[config.mk]
export PLATFORM = sky130hd
export DESIGN_NAME = button_decoder
export DESIGN_NICKNAME = d
export VERILOG_FILES = /design/src/rtl/button_pkg.sv /design/src/rtl/btn_debounce.sv /design/src/rtl/button_decoder.sv
export SDC_FILE = /design/constraint.sdc
export NUM_CORES = 1
export LEC_CHECK = 0
export CAP_MARGIN = 15
export CORE_MARGIN = 10
export CORE_UTILIZATION = 65
export DETAILED_ROUTE_END_ITERATION = 10
export HOLD_SLACK_MARGIN = 0.03
export PLACE_DENSITY_LB_ADDON = 0.08
export SETUP_SLACK_MARGIN = 0.05
export SYNTH_ARGS = -nofsm -noshare
export SYNTH_HDL_FRONTEND = slang
export SYNTH_SLANG_ARGS = --single-unit
[constraint.sdc]
create_clock -name clock -period 5.2 [get_ports clock]
set_input_delay 0.52 -clock clock [delete_from_list [all_inputs] [get_ports clock]]
set_output_delay 0.52 -clock clock [all_outputs]
set_load 0.03 [all_outputs]
[src/rtl/button_pkg.sv]
// button_pkg: decoder FSM state encoding, default timing constants and the terminal-count helper
package button_pkg;
  typedef enum logic [1:0] {IDLE, PRESS, HELD} state_t;
  localparam logic [31:0] DEBOUNCE_DEFAULT = 32'd50_000;
  localparam logic [31:0] LONG_HOLD_DEFAULT = 32'd100_000_000;
  function automatic logic [31:0] last_count(input logic [31:0] n);
    return (n <= 32'd1) ? 32'd0 : n - 32'd1;
  endfunction
endpackage

[src/rtl/btn_debounce.sv]
// btn_debounce: 2-flop synchronizer plus debounce counter; clock, reset (sync, active-low), raw_n (raw active-low button) -> level (debounced, 1 = released)
module btn_debounce
  import button_pkg::*;
#(
  parameter logic [31:0] DEBOUNCE = DEBOUNCE_DEFAULT
) (
  input  logic clock,
  input  logic reset,
  input  logic raw_n,
  output logic level
);
  localparam logic [31:0] LAST = last_count(DEBOUNCE);
  logic [1:0] sync;
  logic [31:0] cnt;
  logic differ, flip;
  always_comb begin
    differ = sync[1] != level;
    flip = differ && cnt >= LAST;
  end
  always_ff @(posedge clock)
    if (!reset) begin
      sync <= 2'b11;
      level <= 1'b1;
      cnt <= '0;
    end else begin
      sync <= {sync[0], raw_n};
      cnt <= (!differ || flip) ? 32'd0 : cnt + 32'd1;
      level <= flip ? sync[1] : level;
    end
endmodule

[src/rtl/button_decoder.sv]
// button_decoder: debounced button with short/long press pulses and long-press mode toggle; clock, reset (sync, active-low), btn_n -> pressed, short_press, long_press, mode
module button_decoder
  import button_pkg::*;
#(
  parameter logic [31:0] DEBOUNCE = DEBOUNCE_DEFAULT,
  parameter logic [31:0] LONG_HOLD = LONG_HOLD_DEFAULT
) (
  input  logic clock,
  input  logic reset,
  input  logic btn_n,
  output logic pressed,
  output logic short_press,
  output logic long_press,
  output logic mode
);
  localparam logic [31:0] HOLD_LAST = last_count(LONG_HOLD);
  state_t state, state_n;
  logic [31:0] hold;
  logic level;
  btn_debounce #(.DEBOUNCE(DEBOUNCE)) u_debounce (
    .clock(clock),
    .reset(reset),
    .raw_n(btn_n),
    .level(level)
  );
  always_comb begin
    short_press = state == PRESS && !pressed;
    long_press = state == PRESS && pressed && hold >= HOLD_LAST;
    state_n = state == IDLE ? (pressed ? PRESS : IDLE) :
              state == PRESS ? (short_press ? IDLE : long_press ? HELD : PRESS) :
              (pressed ? HELD : IDLE);
  end
  always_ff @(posedge clock)
    if (!reset) begin
      state <= IDLE;
      pressed <= 1'b0;
      hold <= '0;
      mode <= 1'b0;
    end else begin
      state <= state_n;
      pressed <= !level;
      hold <= state == IDLE ? 32'd0 : (state == PRESS && hold != '1) ? hold + 32'd1 : hold;
      mode <= mode ^ long_press;
    end
endmodule
==> impl_metrics.tcl, run 1 <==
set metrics [dict create \
    max_freq_mhz 305.9 \
    route.detailed.drc 0 \
    grt_usage_pct 15.82 \
    synthToLayoutAreaGrowth_pct 10.83 \
    finalSetupViolations 0 \
    power_per_cell_area_mw_per_mm2 280.6 \
    r2r_setup_slack_ns 3.04 \
    first_global_vias 2336 \
    grt_max_degree 29 \
    critical_path_class "flip-flop to primary output" \
    std_cell_rows 24 \
    n_antenna_cell 0 \
    htree_num_levels 3 \
    endpoint "long_press" \
    cp-start-kind "flip-flop" \
    clk_pin_slew_worst_setup_hold_paths_ns 0.07 \
    dp.final_hpwl_mm 3.990 \
    synth.avg_cell_area_sq_um 9.052 \
    post_cts_setup_bufs 0 \
    final_critical_delay_including_setup_and_external_delays_ns 3.269 \
    clkLatencyLatePin_ns 0.35 \
    crit_required_ns 4.68 \
    cts.repair.resized 0 \
    hold_path_depth 1 \
    tightestPinTransition_ns 0.6067 \
    final_net_count 368 \
    synthDistinctLibCells 50 \
    hold_path.class "flip-flop to flip-flop" \
    layout-drive-gt1-share_pct 9.511 \
    timing.setup.tns_ns 0 \
    die_h_um 88.51 \
    global_route_wire_length_before_repair_mm 9.942 \
    yosysTopAreaCell "dfxtp_1" \
    post_cts_hold_buffer_count 0 \
    post_drt_via_cell_ratio 5.907 \
    headroom_to_the_max_slew_limit_pct 59.51 \
    fp.dieArea_sq_mm 0.007833 \
    finalClockSkew_ns 0.009666 \
    r2r-start "hold[0]" \
    place.port_buffers 6 \
    synth_enable_flop_cells 0 \
    number_of_buffers_added_by_the_clock_tree_synthesis_step 9 \
    max_slew_violations 0 \
    synth_commonest_cells "71 x dfxtp_1, 32 x nor2_1, 29 x a21oi_1" \
    detailed_route_iter0_violations 137 \
    synthArstFlopShare_pct 0 \
    largest_fanout_on_the_critical_path 8 \
    core_sq_mm 0.004444 \
    design.portCount 7 \
    post-synth-top-count-cell "dfxtp_1" \
    arrival_ns 2.75 \
    synth_top_cell_area_share_pct 46.60 \
    max-cap-violations 0 \
    floorplan.initialDensity_pct 68.64 \
    die_w_um 88.51 \
    run_status "finished clean" \
    routed-via-count 2481 \
    reg2reg_to "hold[13]" \
    depth_of_the_most_critical_reg_to_reg_path 6 \
    synth_top_cells_by_area "dfxtp_1 47%, a21oi_1 4.8%, nor2_1 3.9%, o21ai_0 3.6%, nand2_1 3.1%" \
    vdd_drop_max_v 0.0002305 \
    ys.flop_type "dfxtp_1" \
    ys_ff_latch 71 \
    postSynthCellCount 337 \
    number_of_clock_sinks_seen_by_cts 71 \
    total_power_uw 948.6 \
    overflow 0 \
    mappedNetlistArea_sq_mm 0.003050 \
    synth_warnings 0 \
    postRouteAntennaNets 0 \
    finalHoldViolations 0 \
    place.gp.congestion 0.8547 \
    finalCritPeriodShare_pct 62.86 \
    synth.yosys.seq_area_share_pct 46.60 \
    critical_path_end_type "primary output" \
    grt_setup_unrepaired "false" \
    cts_buffer_depth 2 \
    wl_per_cell_um 13.49 \
    clockRootBuffer "clkbuf_8" \
    grt_antenna_before_repair 0 \
    tritoncts "done" \
    finalWirelength_mm 5.667 \
    power_leakage_uw 0.001080 \
    critPathLaunch "hold[17]" \
    drt-pass1-iter-count 4 \
]
## kinds of logic (layout without fill, tap and decap cells)
logic type | Yosys count | after routing | synth area share (%)
and+or+nand+nor | 153 | 153 | 28.18
buffers and inverters | 15 | 31 | 2.256
DFF | 71 | 71 | 46.60
xor gates and xnor gates | 19 | 19 | 5.455
muxes | 2 | 2 | 0.6563
AOI/OAI and AO/OA | 74 | 74 | 15.92
other | 1 | 16 | 0.1229
adders and majority gates | 2 | 2 | 0.8202
## where the power goes
part / switching (uW) / internal [uW] / leakage (uW)
sequential: 2.39 / 551 / 0.000578
clock: 212 / 175 / 0.0000793
combinational: 4.69 / 3.47 / 0.000422
total: 219 / 730 / 0.00108
## final cells by class
cell class / count / area, sq um
clock inverter: 6 / 45.04
multi-input combinational: 266 / 1620
tap: 52 / 65.06
inverter: 7 / 26.28
sequential: 71 / 1421
timing repair buffer: 8 / 75.07
clock buffer: 10 / 127.6
fill: 327 / 1064
## critical path, cell delays in order (launching register included)
cell and delay, ns:
dfxtp_1 0.37, or4b_2 0.69, nor4_1 0.21, a211o_1 0.22, and3_1 0.21, clkdlybuf4s50_1 0.70
## cell usage in the layout (no fill, tap or decap), types with 4 or more instances in the layout
master,instances
and2_1,4
xor2_1,10
nand2_1,25
clkbuf_8,9
nor4_1,9
xnor2_1,9
conb_1,16
o31ai_1,7
nor2_1,32
or4_1,9
o21ai_0,21
dfxtp_1,71
clkdlybuf4s50_1,6
a21oi_1,29
nand3_1,16
nand2b_1,4
or3_1,15
and3_1,8
inv_1,7
nand4_1,10
## through the flow
| stage | util [%] | hold WS, ns | std cells | setup slack, ns | cell area (sq um) |
|---|---|---|---|---|---|
| finish | 76.07 | 0.4125 | 420 | 1.931 | 3381 |
| global route | 76.07 | 0.4374 | 420 | 1.820 | 3381 |
| CTS | 75.90 | 0.4161 | 419 | 1.915 | 3373 |
| detailed placement | 72.02 | 0.3924 | 403 | 2.343 | 3201 |
| global placement | 72.02 | 0.3939 | 403 | 2.408 | 3201 |
| floorplan | - | 0.3863 | 352 | 3.006 | 3107 |
## state kept, by name, indices dropped and copies added (netlist names)
signal and flops:
mode 1, u_debounce.sync 2, pressed 1, u_debounce.level 1, hold 32, state 2
u_debounce.cnt 32
## per-layer routing
metal	vias up	GRT usage (%)	wire [um]
met3	15	4.320	220
met5	-	0	0
met1	1152	17.39	2471
met4	0	8.223	130
met2	45	27.39	2845
li1	1269	-	-
## how the worst min path moves through the flow
stage | end | from | slack, ns
after CTS | u_debounce.sync[1] | u_debounce.sync[0] | 0.42
after global routing | u_debounce.sync[1] | u_debounce.sync[0] | 0.44
after floorplan | u_debounce.sync[1] | u_debounce.sync[0] | 0.39
after global placement | u_debounce.sync[1] | u_debounce.sync[0] | 0.39
after detailed placement | u_debounce.sync[1] | u_debounce.sync[0] | 0.39
final | u_debounce.sync[1] | u_debounce.sync[0] | 0.41
Power figures use the tool's default switching activity.
==> run 2: changes to the inputs <==
--- a/config.mk
+++ b/config.mk
@@ -7,7 +7,7 @@
 export LEC_CHECK = 0
 export CAP_MARGIN = 15
 export CORE_MARGIN = 10
-export CORE_UTILIZATION = 65
+export CORE_UTILIZATION = 55
 export DETAILED_ROUTE_END_ITERATION = 10
 export HOLD_SLACK_MARGIN = 0.03
 export PLACE_DENSITY_LB_ADDON = 0.08
==> constraint.sdc (replaced) <==
create_clock -name clock -period 3 [get_ports clock]
set_input_delay 0.3 -clock clock [delete_from_list [all_inputs] [get_ports clock]]
set_output_delay 0.3 -clock clock [all_outputs]
set_load 0.03 [all_outputs]
==> run 2 against run 1 <==
First-iteration DRC count is 22% lower. Critical path depth stayed put. Count of clock-buffer cells in the layout is 1 lower. Via count is 1.7% lower. Clock skew is 0.0014 ns lower. Core utilization is 12 points lower. Worst hold slack worse by 0.0028 ns. Die area is 14% higher. Global-route usage is 1.5 points lower. Critical path type unchanged. Highest routed layer unchanged.
==> impl_metrics.tcl, run 2 (same netlist as run 1, synthesis figures left out) <==
set metrics [dict create \
    run_status "finished clean" \
    global_route_wire_length_before_repair_mm 10.42 \
    post_cts_setup_bufs 0 \
    finalHoldViolations 0 \
    cts_buffer_depth 2 \
    number_of_clock_sinks_seen_by_cts 71 \
    p_sw_share_pct 21.91 \
    route.detailed.drc 0 \
    post_cts_hold_buffer_count 0 \
    cts.repair.resized 1 \
    floorplan.initialDensity_pct 56.08 \
    commonest_cells_after_routing_fill_and_taps_aside "71 x dfxtp_1, 32 x nor2_1, 29 x a21oi_1" \
    final_critical_delay_including_setup_and_external_delays_ns 2.692 \
    dpl_worst_slack_ns 0.3767 \
    layout.cells.most_common "dfxtp_1" \
    power.switching_uw 404.0 \
    headroom_to_the_max_slew_limit_pct 53.84 \
    std_cell_rows 27 \
    finalCritPeriodShare_pct 89.75 \
    r2r_setup_slack_ns 0.73 \
    critical_path_buf_inv_count 1 \
    post_drt_via_cell_ratio 5.543 \
    clkLatencyLatePin_ns 0.34 \
    fillerInstances 478 \
    drt-pass1-iter-count 4 \
    power.share.clock_pct 47.2 \
    clk_pin_slew_worst_setup_hold_paths_ns 0.08 \
    worst_path_slowest_cell "or4b_2" \
    wl_per_cell_um 13.48 \
    first_global_vias 2354 \
    overflow 0 \
    seqPwrFrac_pct 52.0 \
    intPower_uw 1440 \
    fp.dieArea_sq_mm 0.008926 \
    share_comb_of_total_power_pct 0.8 \
    max-cap-violations 0 \
    crit_required_ns 2.70 \
    max_freq_mhz 371.4 \
    design.portCount 7 \
    finalWirelength_mm 5.932 \
    number_of_buffers_added_by_the_clock_tree_synthesis_step 9 \
    critical_path_end_type "primary output" \
    arrival_ns 2.39 \
    finalSetupViolations 0 \
    critical_path_class "flip-flop to primary output" \
    layout-drive-gt1-share_pct 9.783 \
    grt_usage_pct 14.34 \
    critPathTopFamily "simple AND/OR/NAND/NOR gates" \
    cp_slowest_stage_delay_ns 0.69 \
    cp_cell_sequence "or4b_2 > nor4_1 > a211o_1 > and3_1 > dlygate4sd2_1" \
    grt_max_degree 29 \
    detailed_route_iter0_violations 107 \
    routed-via-count 2439 \
    place.gp.congestion 0.8573 \
    cp-start-kind "flip-flop" \
    largest_fanout_on_the_critical_path 8 \
    hold_path.class "flip-flop to flip-flop" \
    die_h_um 94.48 \
    postRouteAntennaNets 0 \
    grt_antenna_before_repair 0 \
    die_w_um 94.48 \
    clockRootBuffer "clkbuf_8" \
    dp.final_hpwl_mm 4.144 \
    n_antenna_cell 0 \
    reg_top3 "hold x32, u_debounce.cnt x32" \
    tritoncts "done" \
    postLayoutSetupSlackWorst_ns 0.3075 \
    max_slew_violations 0 \
    finalClockSkew_ns 0.008293 \
    final_net_count 368 \
    power_per_cell_area_mw_per_mm2 532.9 \
    grt_setup_unrepaired "false" \
    core_sq_mm 0.005439 \
    timing.setup.tns_ns 0 \
    htree_num_levels 3 \
    power_leakage_uw 0.001117 \
    tightestPinTransition_ns 0.6917 \
    place.port_buffers 6 \
    vdd_drop_max_v 0.0003506 \
    synthToLayoutAreaGrowth_pct 13.45 \
]
[run 2: changes by cell type in the layout (fill, tap and decap cells not counted), sizes merged]
cell           before  now
bufinv              0    2
clkinvlp            3    1
clkbuf             10    9
clkdlybuf4s50       6    5
clkinv              1    2
dlygate4sd2         0    1
[run 2: final cells by class]
| cell class | instances | area (sq um) | share of cell area, % |
|---|---|---|---|
| Clock buffer | 9 | 123.9 | 3.579 |
| Clock inverter | 7 | 105.1 | 3.037 |
| Inverter | 7 | 26.28 | 0.7592 |
| Multi-Input combinational cell | 266 | 1620 | 46.82 |
| Sequential cell | 71 | 1421 | 41.07 |
| Tap cell | 72 | 90.09 | 2.603 |
| Timing Repair Buffer | 8 | 73.82 | 2.133 |
[run 2: routing by layer]
layer | GRT usage, % | wire length [um] | vias to the layer above
met5 | 0 | 0 | -
met4 | 6.733 | 106 | 0
met3 | 3.093 | 195 | 10
met2 | 23.74 | 2789 | 36
met1 | 17.38 | 2839 | 1121
li1 | - | - | 1272
[run 2: metrics by stage]
step | total power, uW | utilization [%] | instances | hold WS [ns] | cell area, sq um
finish | 1844 | 63.63 | 440 | 0.4097 | 3461
CTS | 1855 | 63.63 | 440 | 0.4110 | 3461
global placement | 994.4 | 59.44 | 424 | 0.3876 | 3233
detailed placement | 995.0 | 59.44 | 424 | 0.3917 | 3233
global route | 1900 | 63.63 | 440 | 0.4444 | 3461
floorplan | 988.9 | - | 352 | 0.3863 | 3107
[run 2: power groups by stage]
stage	sequential [uW]	clock, uW	combinational (uW)
4_1_cts	959	882	13.6
5_1_grt	961	923	16.6
3_5_place_dp	982	0	13.4
3_3_place_gp	981	0	13.3
6_report	959	871	13.9
2_1_floorplan	981	0	8.19
[run 2: path summary, 6_finish.rpt]
check,startpoint,endpoint,cells past startpoint
worst max-delay path,hold[17],long_press,5
worst min-delay path,u_debounce.sync[0],u_debounce.sync[1],1
worst max register to register,hold[0],hold[17],6
worst min register to register,u_debounce.sync[0],u_debounce.sync[1],1
[run 2: worst reg2reg max path: cells and delay by family (launching register included)]
family / cells / cell delay (ns)
adder cells (fa/ha/maj): 1 / 0.24
flip-flops: 1 / 0.44
buffers and inverters: 1 / 0.11
AO/OA/AOI/OAI: 3 / 0.82
AND/OR/NAND/NOR: 1 / 0.60
==> run 3: changes to the inputs <==
--- a/config.mk
+++ b/config.mk
@@ -12,6 +12,7 @@
 export HOLD_SLACK_MARGIN = 0.03
 export PLACE_DENSITY_LB_ADDON = 0.08
 export SETUP_SLACK_MARGIN = 0.05
+export SKIP_LAST_GASP = 1
 export SYNTH_ARGS = -nofsm -noshare
 export SYNTH_HDL_FRONTEND = slang
 export SYNTH_SLANG_ARGS = --single-unit
==> results of run 3 <==
The final DEF is identical to that of run 2; final timing and power are the same.
